[config.mk]
export PLATFORM = sky130hd
export DESIGN_NAME = bus_arbiter
export DESIGN_NICKNAME = d
export VERILOG_FILES = /design/src/rtl/bus_arbiter.sv
export SDC_FILE = /design/constraint.sdc
export NUM_CORES = 1
export LEC_CHECK = 0
export CAP_MARGIN = 15
export CORE_MARGIN = 2
export CORE_UTILIZATION = 41
export DETAILED_ROUTE_END_ITERATION = 10
export GPL_ROUTABILITY_DRIVEN = 0
export PLACE_DENSITY = 0.85
export SYNTH_ARGS = -nofsm -noshare
export SYNTH_HDL_FRONTEND = slang
export SYNTH_SLANG_ARGS = --single-unit
[constraint.sdc]
create_clock -name clk -period 1.67 [get_ports clk]
set_input_delay 0.4175 -clock clk [delete_from_list [all_inputs] [get_ports clk]]
set_output_delay 0.4175 -clock clk [all_outputs]
set_load 0.02 [all_outputs]
[src/rtl/bus_arbiter.sv]
// -----------------------------------------------------------------------------
// bus_arbiter
// Shares the single system bus between the hart and the debug module's
// system-bus-access port. One transaction is in flight at a time. The winner's
// command is latched and held on the bus until the slave answers with
// bus_ready, or until the BUSY timeout expires. The response (read data plus
// error flag) is then returned to the winner as a one-cycle ack.
//
// Ports
//   clk, rst_n                         clock, asynchronous active-low reset
//   h_req/h_we/h_addr/h_wdata/h_be     hart request
//   h_ack/h_err/h_rdata                hart response (err/rdata valid with ack)
//   d_req/d_we/d_addr/d_wdata/d_be     debug request
//   d_ack/d_err/d_rdata                debug response
//   dbg_lock                           blocks new hart grants while high
//   bus_rd/bus_wr/bus_addr/bus_wdata/bus_be   bus command (held during BUSY)
//   bus_rdata/bus_ready                slave response
//   busy                               transaction in flight (BUSY or RESP)
//   owner                              current/last grant: 0 hart, 1 debug
// -----------------------------------------------------------------------------
module bus_arbiter #(
    parameter int DataWidth     = 32,
    parameter int AddressWidth  = 32,
    parameter int ByteSize      = 8,
    parameter int TimeoutCycles = 255,
    parameter int DebugPriority = 1
) (
    input  logic                             clk,
    input  logic                             rst_n,
    input  logic                             h_req,
    input  logic                             h_we,
    input  logic [AddressWidth-1:0]          h_addr,
    input  logic [DataWidth-1:0]             h_wdata,
    input  logic [DataWidth/ByteSize-1:0]    h_be,
    output logic                             h_ack,
    output logic                             h_err,
    output logic [DataWidth-1:0]             h_rdata,
    input  logic                             d_req,
    input  logic                             d_we,
    input  logic [AddressWidth-1:0]          d_addr,
    input  logic [DataWidth-1:0]             d_wdata,
    input  logic [DataWidth/ByteSize-1:0]    d_be,
    output logic                             d_ack,
    output logic                             d_err,
    output logic [DataWidth-1:0]             d_rdata,
    input  logic                             dbg_lock,
    output logic                             bus_rd,
    output logic                             bus_wr,
    output logic [AddressWidth-1:0]          bus_addr,
    output logic [DataWidth-1:0]             bus_wdata,
    output logic [DataWidth/ByteSize-1:0]    bus_be,
    input  logic [DataWidth-1:0]             bus_rdata,
    input  logic                             bus_ready,
    output logic                             busy,
    output logic                             owner
);

    localparam int BeW  = DataWidth / ByteSize;
    localparam int CntW = $clog2(TimeoutCycles + 1);
    localparam logic [CntW-1:0] CntLast = CntW'(TimeoutCycles - 1);

    typedef enum logic [1:0] {
        ST_IDLE = 2'd0,
        ST_BUSY = 2'd1,
        ST_RESP = 2'd2
    } state_t;

    state_t                  r_state;
    logic                    r_we;
    logic [AddressWidth-1:0] r_addr;
    logic [DataWidth-1:0]    r_wdata;
    logic [BeW-1:0]          r_be;
    logic                    r_owner;
    logic                    r_rr_ptr;   // 0: hart preferred on contention
    logic [CntW-1:0]         r_cnt;
    logic                    r_bus_rd;
    logic                    r_bus_wr;
    logic                    r_busy;
    logic                    r_h_ack;
    logic                    r_h_err;
    logic [DataWidth-1:0]    r_h_rdata;
    logic                    r_d_ack;
    logic                    r_d_err;
    logic [DataWidth-1:0]    r_d_rdata;

    logic                    w_h_elig;
    logic                    w_d_elig;
    logic                    w_grant;
    logic                    w_winner;
    logic                    w_sel_we;
    logic [AddressWidth-1:0] w_sel_addr;
    logic [DataWidth-1:0]    w_sel_wdata;
    logic [BeW-1:0]          w_sel_be;
    logic                    w_done;
    logic                    w_timeout;
    logic [DataWidth-1:0]    w_resp_rdata;

    // Winner selection and request mux for the IDLE grant decision.
    always_comb begin
        w_h_elig = h_req & ~dbg_lock;
        w_d_elig = d_req;
        w_grant  = w_h_elig | w_d_elig;
        w_winner = 1'b0;
        if (w_h_elig && w_d_elig) begin
            w_winner = (DebugPriority != 0) ? 1'b1 : r_rr_ptr;
        end else if (w_d_elig) begin
            w_winner = 1'b1;
        end else begin
            w_winner = 1'b0;
        end
        if (w_winner) begin
            w_sel_we    = d_we;
            w_sel_addr  = d_addr;
            w_sel_wdata = d_wdata;
            w_sel_be    = d_be;
        end else begin
            w_sel_we    = h_we;
            w_sel_addr  = h_addr;
            w_sel_wdata = h_wdata;
            w_sel_be    = h_be;
        end
    end

    // BUSY completion: ready beats the timeout when both land on one cycle.
    always_comb begin
        w_timeout    = (r_cnt == CntLast);
        w_done       = bus_ready | w_timeout;
        w_resp_rdata = {DataWidth{1'b0}};
        if (bus_ready && !r_we) begin
            w_resp_rdata = bus_rdata;
        end else begin
            w_resp_rdata = {DataWidth{1'b0}};
        end
    end

    // Arbiter FSM with all outputs registered.
    always_ff @(posedge clk or negedge rst_n) begin
        if (!rst_n) begin
            r_state   <= ST_IDLE;
            r_we      <= 1'b0;
            r_addr    <= {AddressWidth{1'b0}};
            r_wdata   <= {DataWidth{1'b0}};
            r_be      <= {BeW{1'b0}};
            r_owner   <= 1'b0;
            r_rr_ptr  <= 1'b0;
            r_cnt     <= {CntW{1'b0}};
            r_bus_rd  <= 1'b0;
            r_bus_wr  <= 1'b0;
            r_busy    <= 1'b0;
            r_h_ack   <= 1'b0;
            r_h_err   <= 1'b0;
            r_h_rdata <= {DataWidth{1'b0}};
            r_d_ack   <= 1'b0;
            r_d_err   <= 1'b0;
            r_d_rdata <= {DataWidth{1'b0}};
        end else begin
            // Acks are single-cycle pulses; rdata/err are left holding.
            r_h_ack <= 1'b0;
            r_d_ack <= 1'b0;
            case (r_state)
                ST_IDLE: begin
                    if (w_grant) begin
                        r_we     <= w_sel_we;
                        r_addr   <= w_sel_addr;
                        r_wdata  <= w_sel_wdata;
                        r_be     <= w_sel_be;
                        r_owner  <= w_winner;
                        r_rr_ptr <= ~w_winner;
                        r_cnt    <= {CntW{1'b0}};
                        r_bus_rd <= ~w_sel_we;
                        r_bus_wr <= w_sel_we;
                        r_busy   <= 1'b1;
                        r_state  <= ST_BUSY;
                    end else begin
                        r_busy   <= 1'b0;
                        r_state  <= ST_IDLE;
                    end
                end
                ST_BUSY: begin
                    if (w_done) begin
                        r_bus_rd <= 1'b0;
                        r_bus_wr <= 1'b0;
                        r_state  <= ST_RESP;
                        if (r_owner) begin
                            r_d_ack   <= 1'b1;
                            r_d_err   <= ~bus_ready;
                            r_d_rdata <= w_resp_rdata;
                        end else begin
                            r_h_ack   <= 1'b1;
                            r_h_err   <= ~bus_ready;
                            r_h_rdata <= w_resp_rdata;
                        end
                    end else begin
                        r_cnt   <= r_cnt + CntW'(1);
                        r_state <= ST_BUSY;
                    end
                end
                ST_RESP: begin
                    r_busy  <= 1'b0;
                    r_state <= ST_IDLE;
                end
                default: begin
                    r_bus_rd <= 1'b0;
                    r_bus_wr <= 1'b0;
                    r_busy   <= 1'b0;
                    r_state  <= ST_IDLE;
                end
            endcase
        end
    end

    assign h_ack     = r_h_ack;
    assign h_err     = r_h_err;
    assign h_rdata   = r_h_rdata;
    assign d_ack     = r_d_ack;
    assign d_err     = r_d_err;
    assign d_rdata   = r_d_rdata;
    assign bus_rd    = r_bus_rd;
    assign bus_wr    = r_bus_wr;
    assign bus_addr  = r_addr;
    assign bus_wdata = r_wdata;
    assign bus_be    = r_be;
    assign busy      = r_busy;
    assign owner     = r_owner;

endmodule

==> results of run 1 <==
[path summary, 6_finish.rpt]
| path | from | to | slack [ps] | depth (start not counted) |
|---|---|---|---|---|
| min reg2reg | bus_be[3] | bus_be[3] | 470 | 2 |
| max | r_state[0] | r_cnt[6] | 60 | 5 |
| max in group asynchronous | rst_n | bus_wdata[18] | 620 | 3 |
| max reg2reg | r_state[0] | r_cnt[6] | 60 | 5 |
| min in group asynchronous | rst_n | h_rdata[24] | 490 | 2 |
| min | bus_be[3] | bus_be[3] | 470 | 2 |
[sequential cells by signal, indices dropped and copies added, names as in the netlist]
register   count
bus_addr      32
bus_be         4
bus_rd         1
bus_wdata     32
bus_wr         1
busy           1
d_ack          1
d_err          1
d_rdata       32
h_ack          1
h_err          1
h_rdata       32
owner          1
r_cnt          8
r_state        2
r_we           1
[worst register-to-register path: cells and delay by family, from the launching register on]
kind	cells	cell delay, ps
flops	1	510
buf+inv	1	150
compound gates	3	500
simple gates	1	310
[kinds of logic (layout without fill, tap and decap cells)]
group / after synthesis / count (layout)
AO/OA/AOI/OAI: 157 / 157
flip-flops: 151 / 151
multiplexers: 69 / 69
buffers and inverters: 51 / 400
AND/OR/NAND/NOR: 139 / 139
adder cells (fa/ha/maj): 2 / 2
[repair_timing]
item                                    4_1_cts  5_1_grt
resized for setup                           141        3
hold endpoints to repair                     32        0
endpoints found under the setup margin      141       36
setup buffers                                 0        1
hold buffers                                  1        0
cloned                                        0        0
pin swaps                                     0        1
[layout make-up]
type	instances	area (um2)	area share, %
Clock buffer	17	425	3.97
Inverter	6	22.5	0.210
Multi-Input combinational cell	367	2520	23.5
Tap cell	216	270	2.52
Sequential cell	151	3780	35.2
Timing Repair Buffer	362	3520	32.8
Clock inverter	15	190	1.77
[synthesized netlist by cell type (2+ instances only)]
master and count:
sky130_fd_sc_hd__clkbuf_1 14, sky130_fd_sc_hd__nor4_1 2, sky130_fd_sc_hd__ha_1 2, sky130_fd_sc_hd__a211o_1 2, sky130_fd_sc_hd__buf_4 6, sky130_fd_sc_hd__buf_2 19
sky130_fd_sc_hd__o21ai_0 66, sky130_fd_sc_hd__o2bb2ai_1 33, sky130_fd_sc_hd__o21ai_1 5, sky130_fd_sc_hd__and3_1 2, sky130_fd_sc_hd__nor2_1 5, sky130_fd_sc_hd__a32o_1 32
sky130_fd_sc_hd__and2_4 2, sky130_fd_sc_hd__mux2i_1 69, sky130_fd_sc_hd__a22o_1 2, sky130_fd_sc_hd__dfrtp_1 151, sky130_fd_sc_hd__nor2b_1 2, sky130_fd_sc_hd__nand3_1 9
sky130_fd_sc_hd__a21oi_1 5, sky130_fd_sc_hd__nand2_1 107, sky130_fd_sc_hd__a31oi_1 3, sky130_fd_sc_hd__inv_1 6, sky130_fd_sc_hd__buf_6 6
[metrics by stage]
stage	setup slack (ps)	TNS (ps)
5_1_grt	7.47	0
3_3_place_gp	-164	-13670
2_1_floorplan	152	0
4_1_cts	4.70	0
3_5_place_dp	-224	-17810
6_report	64.9	0
[metal layers]
layer  up-vias  routed length, um  share of wire [%]
met1      2732               7770                 39
li1       2730                  -                  -
met5         -                  0                  0
met4         0                295                1.5
met3        20               1790                9.0
met2       250              10000                 50
[power by group]
group	switching, mW	internal, mW
clock	1.61	2.39
combinational	4.41	3.24
sequential	0.793	5.08
==> results.txt, run 1 <==
The vias after detailed routing is 5732. The die boundary width was 130 um. Traced cell by cell, the critical path runs through nor3b_4, o21ai_4, buf_4, o311ai_4, o41ai_2. The portion of synthesized area spent on multiplexers is 10.5%.

The highest ir drop seen on vdd was 860 uV; the pin count of the biggest net entering global routing was 51. The detailed-route vias per instance is 5.05, and the overall global routing resource usage is 23.4%. The run gives 0.0107 mm2 as the total non-filler cell area in the finished layout. The HPWL reported at the end of detailed placement is 14900 um. Mapped cell area: 0.00655 mm2.

For the insertion delay to the later sink of the worst-skew pair, the log shows 410 ps. STA classifies the critical path startpoint as a register. The residual DRC count was 0. Counting along the longest clock path gives a buffer depth of 2. The die covers 0.0170 mm2. For met2 alone, demand over resource in global routing was 39.9%. The final cell count without fillers came out at 1134. The gate family responsible for the most delay along the worst path is flip-flops. Cells with a size suffix above 1 make up 10.6% of the layout. The synthesized design spends more area on one cell type than any other, namely sky130_fd_sc_hd__dfrtp_1. Yosys attributes the largest share of cell area to sky130_fd_sc_hd__dfrtp_1 (58%), sky130_fd_sc_hd__mux2i_1 (11%), sky130_fd_sc_hd__nand2_1 (6.1%), sky130_fd_sc_hd__o21ai_0 (5.0%), sky130_fd_sc_hd__a32o_1 (4.9%).

Largest stage delay on the critical path: 510 ps. The first global-routing pass estimated 30500 um of wire. At the pin with the least slew margin, the transition time is 379 ps.

Counting I/O delays and the setup requirement, the final critical path takes 1610 ps. The run gives 473 ps as the final-layout worst hold slack. The region available for standard cell placement spans 0.0158 mm2.

The initial cell density of the core is 41.5%, and the residual overflow from global routing is 0. The path type of the worst min-delay path was reg2reg. After Yosys synthesis, full adders, half adders and majority gates account for 0.382% of the synthesized area.

The placed standard-cell area is 0.0102 mm2, and the critical-path maximum fanout is 6. Dividing total power by cell area gives a power density of 1630 mW/mm2. For this run, the register share of the synthesized area comes to 57.7%. For the final database, setup skew stands at 8.27 ps. STA classifies the critical path endpoint as a register. The tools report the total design power as 17.5 mW. The logs give 0 for the antenna diode instance count and 46 for the total number of placement rows. The post-detailed-route wirelength per cell is 17.5 um, and the area added between synthesis and finish is 63.8%.

The maximum operating frequency was 0.623 GHz; the combined buffer and inverter count along the critical path was 1. For met1 alone, demand over resource in global routing was 28.6%. Count of buffers inserted at the top-level ports: 315.

The H-tree generated during clock tree synthesis spans 4 levels. The count of nets left with antenna violations once routing finished came out at 0. Setup repair after global routing left no endpoint under its margin. Data arrives at the worst endpoint at 1880 ps.

The Yosys step of the flow raised 0 warnings. The iteration count of the initial detailed-routing pass is 4. The mean instance size in the synthesized netlist was 11.5 um2. In this run the clock root is driven by a sky130_fd_sc_hd__clkbuf_16. The synthesized net count was 747.

Number of DRC violations after detailed-routing iteration 0: 282. CTS saw 151 sinks. The net total in the final layout was 1083; the core occupancy in the finished layout was 68.0%.

The synthesized netlist devotes 17.6% of its cell area to compound gates. The parity-gate share of the synthesized area counting xor and xnor cells is 0%. Final count of hold timing violations: 0.

The worst path uses 96.1% of the clock period. The clock edge transition at the registers on the reported setup and hold paths works out to 60 ps. Setup violations remaining at the end of the flow were counted as 0. The run gives 17 as the number of buffers created by CTS.

TritonCTS built the clock tree. The number of maximum-capacitance violations came out at 0. Leaving out fill and tap cells, the most frequent cells in the layout are sky130_fd_sc_hd__clkdlybuf4s50_1 (173), sky130_fd_sc_hd__dfrtp_1 (151), sky130_fd_sc_hd__dlygate4sd2_1 (139), sky130_fd_sc_hd__nand2_1 (107), sky130_fd_sc_hd__mux2i_1 (69). The busiest metal layer after global routing is met2. For met3 alone, demand over resource in global routing was 7.41%. For the worst setup path, the data required time is 1950 ps. Among all stages on the critical path, the largest delay is contributed by sky130_fd_sc_hd__dfrtp_1.

The fill cell instance count of the final layout is 1245, and the number of cells produced by synthesis is 569. After synthesis, the largest family of logic cells by area is compound AO/OA/AOI/OAI gates. The total of flip-flops plus latches after synthesis was 151. For this design the top-level I/O count stands at 316.

The die is 130 um tall. In this run the tightest slew margin relative to its limit is 74.8%. Counting flops with a built-in enable in the synthesized netlist gives 0. The number of antenna violations at the first check in global routing was 0. Leaving out fill and tap cells, the most frequent cell in the layout is sky130_fd_sc_hd__clkdlybuf4s50_1. The via count of the first global-routing pass was 5747. The post-synthesis share of cell area spent on and, or, nand and nor gates is 9.46%.

The final count of pins violating max slew came out at 0. Including well taps, the total number of placed cells is 1100. The analysis attributes to cell leakage a power of 5.20 nW. The top cell type's share of synthesized area was 57.7%; the count of cell types in the netlist was 42. The most used flip-flop cell after synthesis is sky130_fd_sc_hd__dfrtp_1.

The post-synthesis async set-or-reset flop share came out at 100%. The flow ran to the end, and the final reports show no timing, DRC or antenna violations. The run gives 19900 um as the total length of routed wires. By startpoint and endpoint, the worst setup path is classified as reg2reg.
Power figures use the tool's default switching activity.
==> run 2, diff against run 1 <==
--- a/config.mk
+++ b/config.mk
@@ -5,8 +5,8 @@
 export SDC_FILE = /design/constraint.sdc
 export NUM_CORES = 1
 export LEC_CHECK = 0
+export ABC_AREA = 1
 export CAP_MARGIN = 15
-export CORE_MARGIN = 2
 export CORE_UTILIZATION = 41
 export DETAILED_ROUTE_END_ITERATION = 10
 export GPL_ROUTABILITY_DRIVEN = 0
==> run 2 against run 1 <==
Effect of this change: cell count is 14% higher; sequential power is 4.1% higher; clock skew hardly changed; wire length is 8.4% higher; final area is 0.91% lower; largest power group unchanged.
==> results.txt, run 2 <==
Top library cells by usage in the layout, fill and taps aside: sky130_fd_sc_hd__nand2_1 (261), sky130_fd_sc_hd__clkdlybuf4s50_1 (173), sky130_fd_sc_hd__dfrtp_1 (151), sky130_fd_sc_hd__dlygate4sd2_1 (140), sky130_fd_sc_hd__nor2_1 (76) (was sky130_fd_sc_hd__clkdlybuf4s50_1 (173), sky130_fd_sc_hd__dfrtp_1 (151), sky130_fd_sc_hd__dlygate4sd2_1 (139), sky130_fd_sc_hd__nand2_1 (107), sky130_fd_sc_hd__mux2i_1 (69)). The total of warnings raised by yosys was 0 (unchanged); the post-synthesis async set-or-reset flop share was 100% (unchanged). Main area contributors after synthesis: sky130_fd_sc_hd__dfrtp_1 (59%), sky130_fd_sc_hd__nand2_1 (16%), sky130_fd_sc_hd__a31oi_1 (6.6%), sky130_fd_sc_hd__nor2_1 (4.5%), sky130_fd_sc_hd__o21ai_1 (4.4%) (was sky130_fd_sc_hd__dfrtp_1 (58%), sky130_fd_sc_hd__mux2i_1 (11%), sky130_fd_sc_hd__nand2_1 (6.1%), sky130_fd_sc_hd__o21ai_0 (5.0%), sky130_fd_sc_hd__a32o_1 (4.9%)).

The tools report the floorplan die area as 0.0162 mm2 (was 0.0170 mm2). Minimum clock period: 1650 ps (was 1610 ps). The number of instances in the placed design is 1244 (was 1100). The highest ir drop seen on vdd is 1170 uV (was 860 uV), and the initial cell density of the core is 42.2% (was 41.5%). The number of setup violations in the final report is 0 (unchanged). The die boundary width is 127 um (was 130 um). The count of cell types in the netlist was 25 (was 42). The flow ran to the end, and the final reports show no timing, DRC or antenna violations.

The top cell type's share of synthesized area was 58.7% (was 57.7%); the via count of the first global-routing pass was 6341 (was 5747). The mean instance size in the synthesized netlist was 8.79 um2 (was 11.5 um2). Kind of critical path: reg2reg (unchanged). The area added between synthesis and finish is 65.2% (was 63.8%). The final count of hold timing violations was 0 (unchanged); the detailed-route vias per instance was 5.03 (was 5.05). The tools report the met3 wirelength from detailed routing as 1870 um (was 1790 um).

Path type of the worst min-delay path: reg2reg (unchanged). The pin count of the biggest net entering global routing was 71 (was 51). Transition time of the tightest slew-check pin: 421 ps (was 379 ps).

The clock tree buffer depth was 2 (unchanged). The placed standard-cell area was 0.00996 mm2 (was 0.0102 mm2); the post-detailed-route count of antenna-violating nets was 0 (unchanged). Final count of pins violating max slew: 0 (unchanged). The total design power is 17.9 mW (was 17.5 mW). Insertion delay to the later sink of the worst-skew pair: 410 ps (about the same). For the vias after detailed routing, the log shows 6479 (was 5732).

Setup repair after global routing could not meet its margin everywhere. The residual DRC count was 0 (unchanged). The H-tree depth reported by CTS is 4 (unchanged). The main flop type after synthesis was sky130_fd_sc_hd__dfrtp_1 (unchanged). The root buffer selected by CTS is sky130_fd_sc_hd__clkbuf_16 (unchanged). Most common library cell in the layout ignoring fill and taps: sky130_fd_sc_hd__nand2_1 (was sky130_fd_sc_hd__clkdlybuf4s50_1). Normalized max-slew margin: 71.9% (was 74.8%). The total length of routed met2 wires was 11100 um (was 10000 um). The tools report the synthesized net count as 910 (was 747).

For the number of buffers created by CTS, the log shows 17 (unchanged). The total non-filler cell area in the finished layout came out at 0.0106 mm2 (was 0.0107 mm2). The maximum operating frequency is 0.607 GHz (was 0.623 GHz), and the total length of routed wires is 21600 um (was 19900 um). The tools report the overall global routing resource usage as 25.7% (was 23.4%). The most common cell in the netlist is sky130_fd_sc_hd__nand2_1 (was sky130_fd_sc_hd__dfrtp_1). Highest layer used for signal routing: met4 (unchanged). The post-route clock skew came out at 8.20 ps (was 8.27 ps). The worst endpoint required time is 1960 ps (was 1950 ps), and the portion of the post-synthesis area used by sequential elements is 58.7% (was 57.7%). The fill cell instance count of the final layout came out at 1196 (was 1245). For the data arrival time at the worst-slack endpoint, the log shows 1940 ps (was 1880 ps). The clock edge transition at the registers on the reported setup and hold paths is 60 ps (about the same).

Cell types with the highest counts after synthesis: sky130_fd_sc_hd__nand2_1 (272), sky130_fd_sc_hd__dfrtp_1 (151), sky130_fd_sc_hd__nor2_1 (78) (was sky130_fd_sc_hd__dfrtp_1 (151), sky130_fd_sc_hd__nand2_1 (107), sky130_fd_sc_hd__mux2i_1 (69)). The tools report the setup TNS as 0 ps (unchanged). The net total in the final layout is 1243 (was 1083), and the number of enable flip-flop cells after synthesis is 0 (unchanged). Static leakage: 4.98 nW (was 5.20 nW). The fraction of final layout cells with drive strength greater than 1 came out at 10.2% (was 10.6%). The total of flip-flops plus latches after synthesis works out to 151 (unchanged). The routed metal-1 wire length came out at 7990 um (was 7770 um). For the residual overflow from global routing, the log shows 0 (unchanged). Number of DRC violations after detailed-routing iteration 0: 391 (was 282). The element type at the critical path end was a register (unchanged).

The post-detailed-route wirelength per cell is 16.7 um (was 17.5 um). The I/O pin total is 316 (unchanged). TritonCTS built the clock tree.

The number of antenna violations at the first check in global routing was 0 (unchanged); the antenna diode instance count was 0 (unchanged). The total number of clock tree sinks was 151 (unchanged); the count of buffers inserted at the top-level ports was 315 (unchanged). The number of maximum-capacitance violations was 0 (unchanged); the placeable core area was 0.0153 mm2 (was 0.0158 mm2).

The cell type with the highest aggregate area in the netlist was sky130_fd_sc_hd__dfrtp_1 (unchanged). The total number of placement rows is 45 (was 46). For the HPWL reported at the end of detailed placement, the log shows 14900 um (about the same). The overall die height is 127 um (was 130 um).

The iteration count of the initial detailed-routing pass came out at 5 (was 4). For the final cell count without fillers, the log shows 1288 (was 1134). The run gives 732 (was 569) as the number of cells produced by synthesis.

The mapped cell area is 0.00643 mm2 (was 0.00655 mm2), and the global-route wire length before repair is 32000 um (was 30500 um). The cell area power density came out at 1680 mW/mm2 (was 1630 mW/mm2). The critical-path maximum fanout is 8 (was 6), and the post-route clock period utilization is 98.6% (was 96.1%). The final-layout worst hold slack is 474 ps (was 473 ps). Startpoint type of the worst setup path: a register (unchanged).
[run 2: area by class of cell]
class / instances / area, um2 / area share (%)
Clock buffer: 21 / 460 / 4.33
Tap cell: 211 / 264 / 2.48
Inverter: 16 / 60.1 / 0.565
Multi-Input combinational cell: 517 / 2390 / 22.4
Sequential cell: 151 / 3780 / 35.6
Timing Repair Buffer: 362 / 3580 / 33.7
Clock inverter: 10 / 97.6 / 0.918
[run 2: worst paths after layout]
path | startpoint | slack, ps | cells past startpoint | endpoint
max in group asynchronous | rst_n | 610 | 3 | bus_addr[13]
setup / recovery | r_cnt[0] | 20 | 11 | h_rdata[16]
hold reg to reg | d_rdata[1] | 470 | 2 | d_rdata[1]
min in group asynchronous | rst_n | 490 | 2 | h_rdata[5]
hold / removal | d_rdata[1] | 470 | 2 | d_rdata[1]
setup reg to reg | r_cnt[0] | 20 | 11 | h_rdata[16]
[run 2: worst max-delay path, cell delays in order (launching register included)]
cell and delay (ps):
sky130_fd_sc_hd__dfrtp_1 390, sky130_fd_sc_hd__inv_2 90, sky130_fd_sc_hd__ha_4 130, sky130_fd_sc_hd__nand2_2 50, sky130_fd_sc_hd__nor2_2 120, sky130_fd_sc_hd__nand2_2 80
sky130_fd_sc_hd__nand2_4 90, sky130_fd_sc_hd__nand3_4 110, sky130_fd_sc_hd__buf_12 170, sky130_fd_sc_hd__clkbuf_16 170, sky130_fd_sc_hd__nand2_1 60, sky130_fd_sc_hd__o21ai_1 80
[run 2: where the power goes]
group / internal (mW) / switching [mW]
Combinational: 3.35 / 4.80
Sequential: 5.21 / 0.902
Clock: 2.12 / 1.50
[run 2: kinds of logic (layout without fill, tap and decap cells)]
family | Yosys count | in the layout | synth area share [%]
adders and majority gates | 2 | 2 | 0.389
buffers and inverters | 64 | 409 | 5.37
xor gates and xnor gates | 1 | 1 | 0.136
and+or+nand+nor | 369 | 369 | 22.3
DFF | 151 | 151 | 58.7
AOI/OAI and AO/OA | 145 | 145 | 13.1
[run 2: through the flow]
| step | utilization [%] | setup WS, ps |
|---|---|---|
| 2_1_floorplan | - | 198 |
| 3_3_place_gp | 65.3 | -173 |
| 3_5_place_dp | 65.3 | -275 |
| 4_1_cts | 67.8 | 26.1 |
| 5_1_grt | 69.7 | -55.1 |
| 6_report | 69.7 | 22.6 |
[run 2: per-layer routing]
layer,vias to the layer above,track usage (%)
met5,-,0
met4,0,9.17
met3,45,8.00
met2,314,45.1
met1,3042,29.5
li1,3078,-
[run 2: repair_timing]
action / in CTS / in global routing
setup endpoints to repair: 140 / 64
gates resized for setup: 140 / 26
buffers inserted: 0 / 4
cloned: 0 / 8
pin swaps: 0 / 2
hold buffers: 1 / 0
hold endpoints to repair: 35 / 0
==> run 3, diff against run 2 <==
--- a/config.mk
+++ b/config.mk
@@ -14,3 +14,4 @@
 export SYNTH_ARGS = -nofsm -noshare
 export SYNTH_HDL_FRONTEND = slang
 export SYNTH_SLANG_ARGS = --single-unit
+export TNS_END_PERCENT = 50
==> run 3 against run 2 <==
Effect of this change: register-to-register slack about the same; final area decreased by 0.29%; highest routed layer unchanged; sequential cell count unchanged; combinational power decreased by 0.5%; critical path type unchanged; largest cell class unchanged; clock skew increased by 1.3 ps; power decreased by 0.27%; critical endpoint unchanged; setup slack improved by 5.3 ps.
==> results.txt, run 3 (same netlist as run 2, synthesis figures left out) <==
Floorplan die area: 0.0162 mm2 (unchanged). The kind of critical path was reg2reg (unchanged). The cell seen most often among critical-path stages was sky130_fd_sc_hd__nand2_1 (was sky130_fd_sc_hd__nand2_2). The number of setup violations in the final report is 0 (unchanged).

H-tree depth reported by CTS: 4 (unchanged). Net total in the final layout: 1242 (was 1243). The root buffer selected by CTS is sky130_fd_sc_hd__clkbuf_16 (unchanged). The detailed-route vias per instance is 5.02 (was 5.03). The critical-path maximum fanout is 8 (unchanged), and the final worst-path setup slack is 27.9 ps (was 22.6 ps). The placed standard-cell area is 0.00996 mm2 (unchanged), and the minimum clock period is 1640 ps (was 1650 ps). The tools report the vias after detailed routing as 6457 (was 6479). TritonCTS built the clock tree. The placeable core area came out at 0.0153 mm2 (unchanged). Net switching share of the total power: 40.2% (about the same). The most common library cell in the layout ignoring fill and taps is sky130_fd_sc_hd__nand2_1 (unchanged). The slack of the worst reg-to-reg path is 30 ps (was 20 ps). Element type at the critical path end: a register (unchanged). The iteration count of the initial detailed-routing pass was 5 (unchanged); the via count of the first global-routing pass was 6341 (unchanged). Static leakage: 4.97 nW (was 4.98 nW). The run gives 14900 um (unchanged) as the HPWL reported at the end of detailed placement.

For the number of DRC violations after detailed-routing iteration 0, the log shows 357 (was 391). Setup repair after global routing could not meet its margin everywhere. The clock edge transition at the registers on the reported setup and hold paths came out at 60 ps (about the same).

The final count of hold timing violations is 0 (unchanged), and the final count of pins violating max slew is 0 (unchanged). The cell area power density came out at 1680 mW/mm2 (about the same). Startpoint type of the worst setup path: a register (unchanged).

The flow ran to the end, and the final reports show no timing, DRC or antenna violations. The highest ir drop seen on vdd is 1160 uV (was 1170 uV). The clock tree buffer depth is 2 (unchanged), and the global-route wire length before repair is 32000 um (unchanged). The cell count along the critical path is 11 (unchanged), and the post-route clock period utilization is 98.3% (was 98.6%).

The post-placement worst setup slack is -275 ps (unchanged), and the post-route clock skew is 9.51 ps (was 8.20 ps). The number of buffers created by CTS came out at 17 (unchanged). The worst endpoint required time was 1970 ps (was 1960 ps). The insertion delay to the later sink of the worst-skew pair is 410 ps (about the same), and the largest stage delay on the critical path is 390 ps (about the same). Area used by sequential logic in the layout: 0.00378 mm2 (unchanged). The tools report the total non-filler cell area in the finished layout as 0.0106 mm2 (about the same). For the footprint of the multi-input gates, the log shows 0.00237 mm2 (was 0.00239 mm2).

The depth of the worst register-to-register path was 11 (unchanged); the total length of routed wires was 21500 um (was 21600 um). The die boundary width works out to 127 um (unchanged). The overall global routing resource usage was 25.7% (unchanged). The master of the slowest instance on the critical path is sky130_fd_sc_hd__dfrtp_1 (unchanged). Met3 wirelength from detailed routing: 1920 um (was 1870 um).

The fraction of final layout cells with drive strength greater than 1 works out to 9.76% (was 10.2%). The number of cells on the worst hold path was 2 (unchanged). The logs give 0 (unchanged) for the number of antenna violations at the first check in global routing and 0 (unchanged) for the number of maximum-capacitance violations. Critical path cell sequence: inv_2, ha_1, nand2_1, nor2_2, nand2_2, nand2_4, nand3_4, buf_12, clkbuf_16, nand2_1, o21ai_1 (was inv_2, ha_4, nand2_2, nor2_2, nand2_2, nand2_4, nand3_4, buf_12, clkbuf_16, nand2_1, o21ai_1).

I/O pin total: 316 (unchanged). The tools report the residual overflow from global routing as 0 (unchanged). The total length of routed met2 wires was 11100 um (about the same). The combinational group share of total power was 45.5% (was 45.6%); the cell-internal power was 10.7 mW (about the same). The sequential fraction of design power was 34.2% (about the same); the net switching component of the power was 7.18 mW (was 7.20 mW).

The highest layer used for signal routing is met4 (unchanged). The area added between synthesis and finish is 64.7% (was 65.2%). The transition time of the tightest slew-check pin works out to 418 ps (was 421 ps).

Top library cells by usage in the layout, fill and taps aside: sky130_fd_sc_hd__nand2_1 (264), sky130_fd_sc_hd__clkdlybuf4s50_1 (173), sky130_fd_sc_hd__dfrtp_1 (151), sky130_fd_sc_hd__dlygate4sd2_1 (140), sky130_fd_sc_hd__nor2_1 (76) (was sky130_fd_sc_hd__nand2_1 (261), sky130_fd_sc_hd__clkdlybuf4s50_1 (173), sky130_fd_sc_hd__dfrtp_1 (151), sky130_fd_sc_hd__dlygate4sd2_1 (140), sky130_fd_sc_hd__nor2_1 (76)). The maximum operating frequency was 0.609 GHz (was 0.607 GHz); the overall die height was 127 um (unchanged). The run gives 151 (unchanged) as the total number of clock tree sinks. For the power share of the clock group, the log shows 20.3% (about the same). The pin count of the biggest net entering global routing came out at 71 (unchanged).

The antenna diode instance count is 0 (unchanged), and the post-detailed-route count of antenna-violating nets is 0 (unchanged). For the data arrival time at the worst-slack endpoint, the log shows 1940 ps (about the same). The total design power was 17.8 mW (was 17.9 mW). For the residual DRC count, the log shows 0 (unchanged). For the total number of placement rows, the log shows 45 (unchanged). The routed metal-1 wire length is 7900 um (was 7990 um).

The count of buffers inserted at the top-level ports came out at 315 (unchanged). The post-detailed-route wirelength per cell is 16.7 um (about the same), and the fill cell instance count of the final layout is 1199 (was 1196). Gate family responsible for the most delay along the worst path: simple AND/OR/NAND/NOR gates (unchanged). The run gives 72.2% (was 71.9%) as the normalized max-slew margin. The initial cell density of the core came out at 42.2% (unchanged). Path type of the worst min-delay path: reg2reg (unchanged). The combined buffer and inverter count along the critical path came out at 3 (unchanged).
## run 3: changes by cell type in the layout (fill, tap and decap cells not counted), sizes merged
| cell | delta |
|---|---|
| buf | -1 |
## run 3: cell type report
class,count,share of cell area [%]
repair buffers,361,33.7
flip-flops and latches,151,35.7
multi-input cells,517,22.3
well taps,211,2.49
clock inverters,10,0.921
clock buffers,21,4.34
inverters,16,0.567
## run 3: metal layers
layer / global-route usage, % / vias to the layer above
met1: 29.5 / 3030
li1: - / 3067
met5: 0 / -
met4: 9.17 / 0
met3: 8.00 / 46
met2: 45.1 / 314
## run 3: stage by stage
step                util, %  hold WS [ps]  TNS (ps)  instances
detailed placement     65.3           359    -18340       1244
floorplan                 -           122         0        732
finish                 69.5           474         0       1287
global route           69.5           496      -969       1287
global placement       65.3           366    -13380       1244
CTS                    67.8           477         0       1276
## run 3: repair_timing
action / CTS / global route
hold buffers: 1 / 0
buffers inserted: 0 / 4
setup endpoints to repair: 140 / 64
resized for setup: 140 / 21
hold endpoints to repair: 35 / 0
pin swaps: 0 / 2
gates cloned: 0 / 7
## run 3: power by group through the flow
stage,Clock [mW],Combinational (mW),Sequential (mW)
after floorplan,0,2.50,7.90
after global placement,0,8.59,6.10
after detailed placement,0,8.78,6.16
after CTS,3.66,7.76,6.07
after global routing,3.86,8.75,6.27
final,3.63,8.11,6.11
## run 3: worst reg2reg max path: cells and delay by family, from the launching register on
family,cells,cell delay [ps]
simple gates,6,530
buf+inv,3,400
flops,1,390
compound gates,1,70
fa+ha+maj,1,130
## run 3: worst paths after layout
path                       startpoint     endpoint
setup / recovery             r_cnt[0]  h_rdata[16]
hold / removal             d_rdata[1]   d_rdata[1]
setup reg to reg             r_cnt[0]  h_rdata[16]
hold reg to reg            d_rdata[1]   d_rdata[1]
max in group asynchronous       rst_n  h_rdata[21]
min in group asynchronous       rst_n   h_rdata[5]
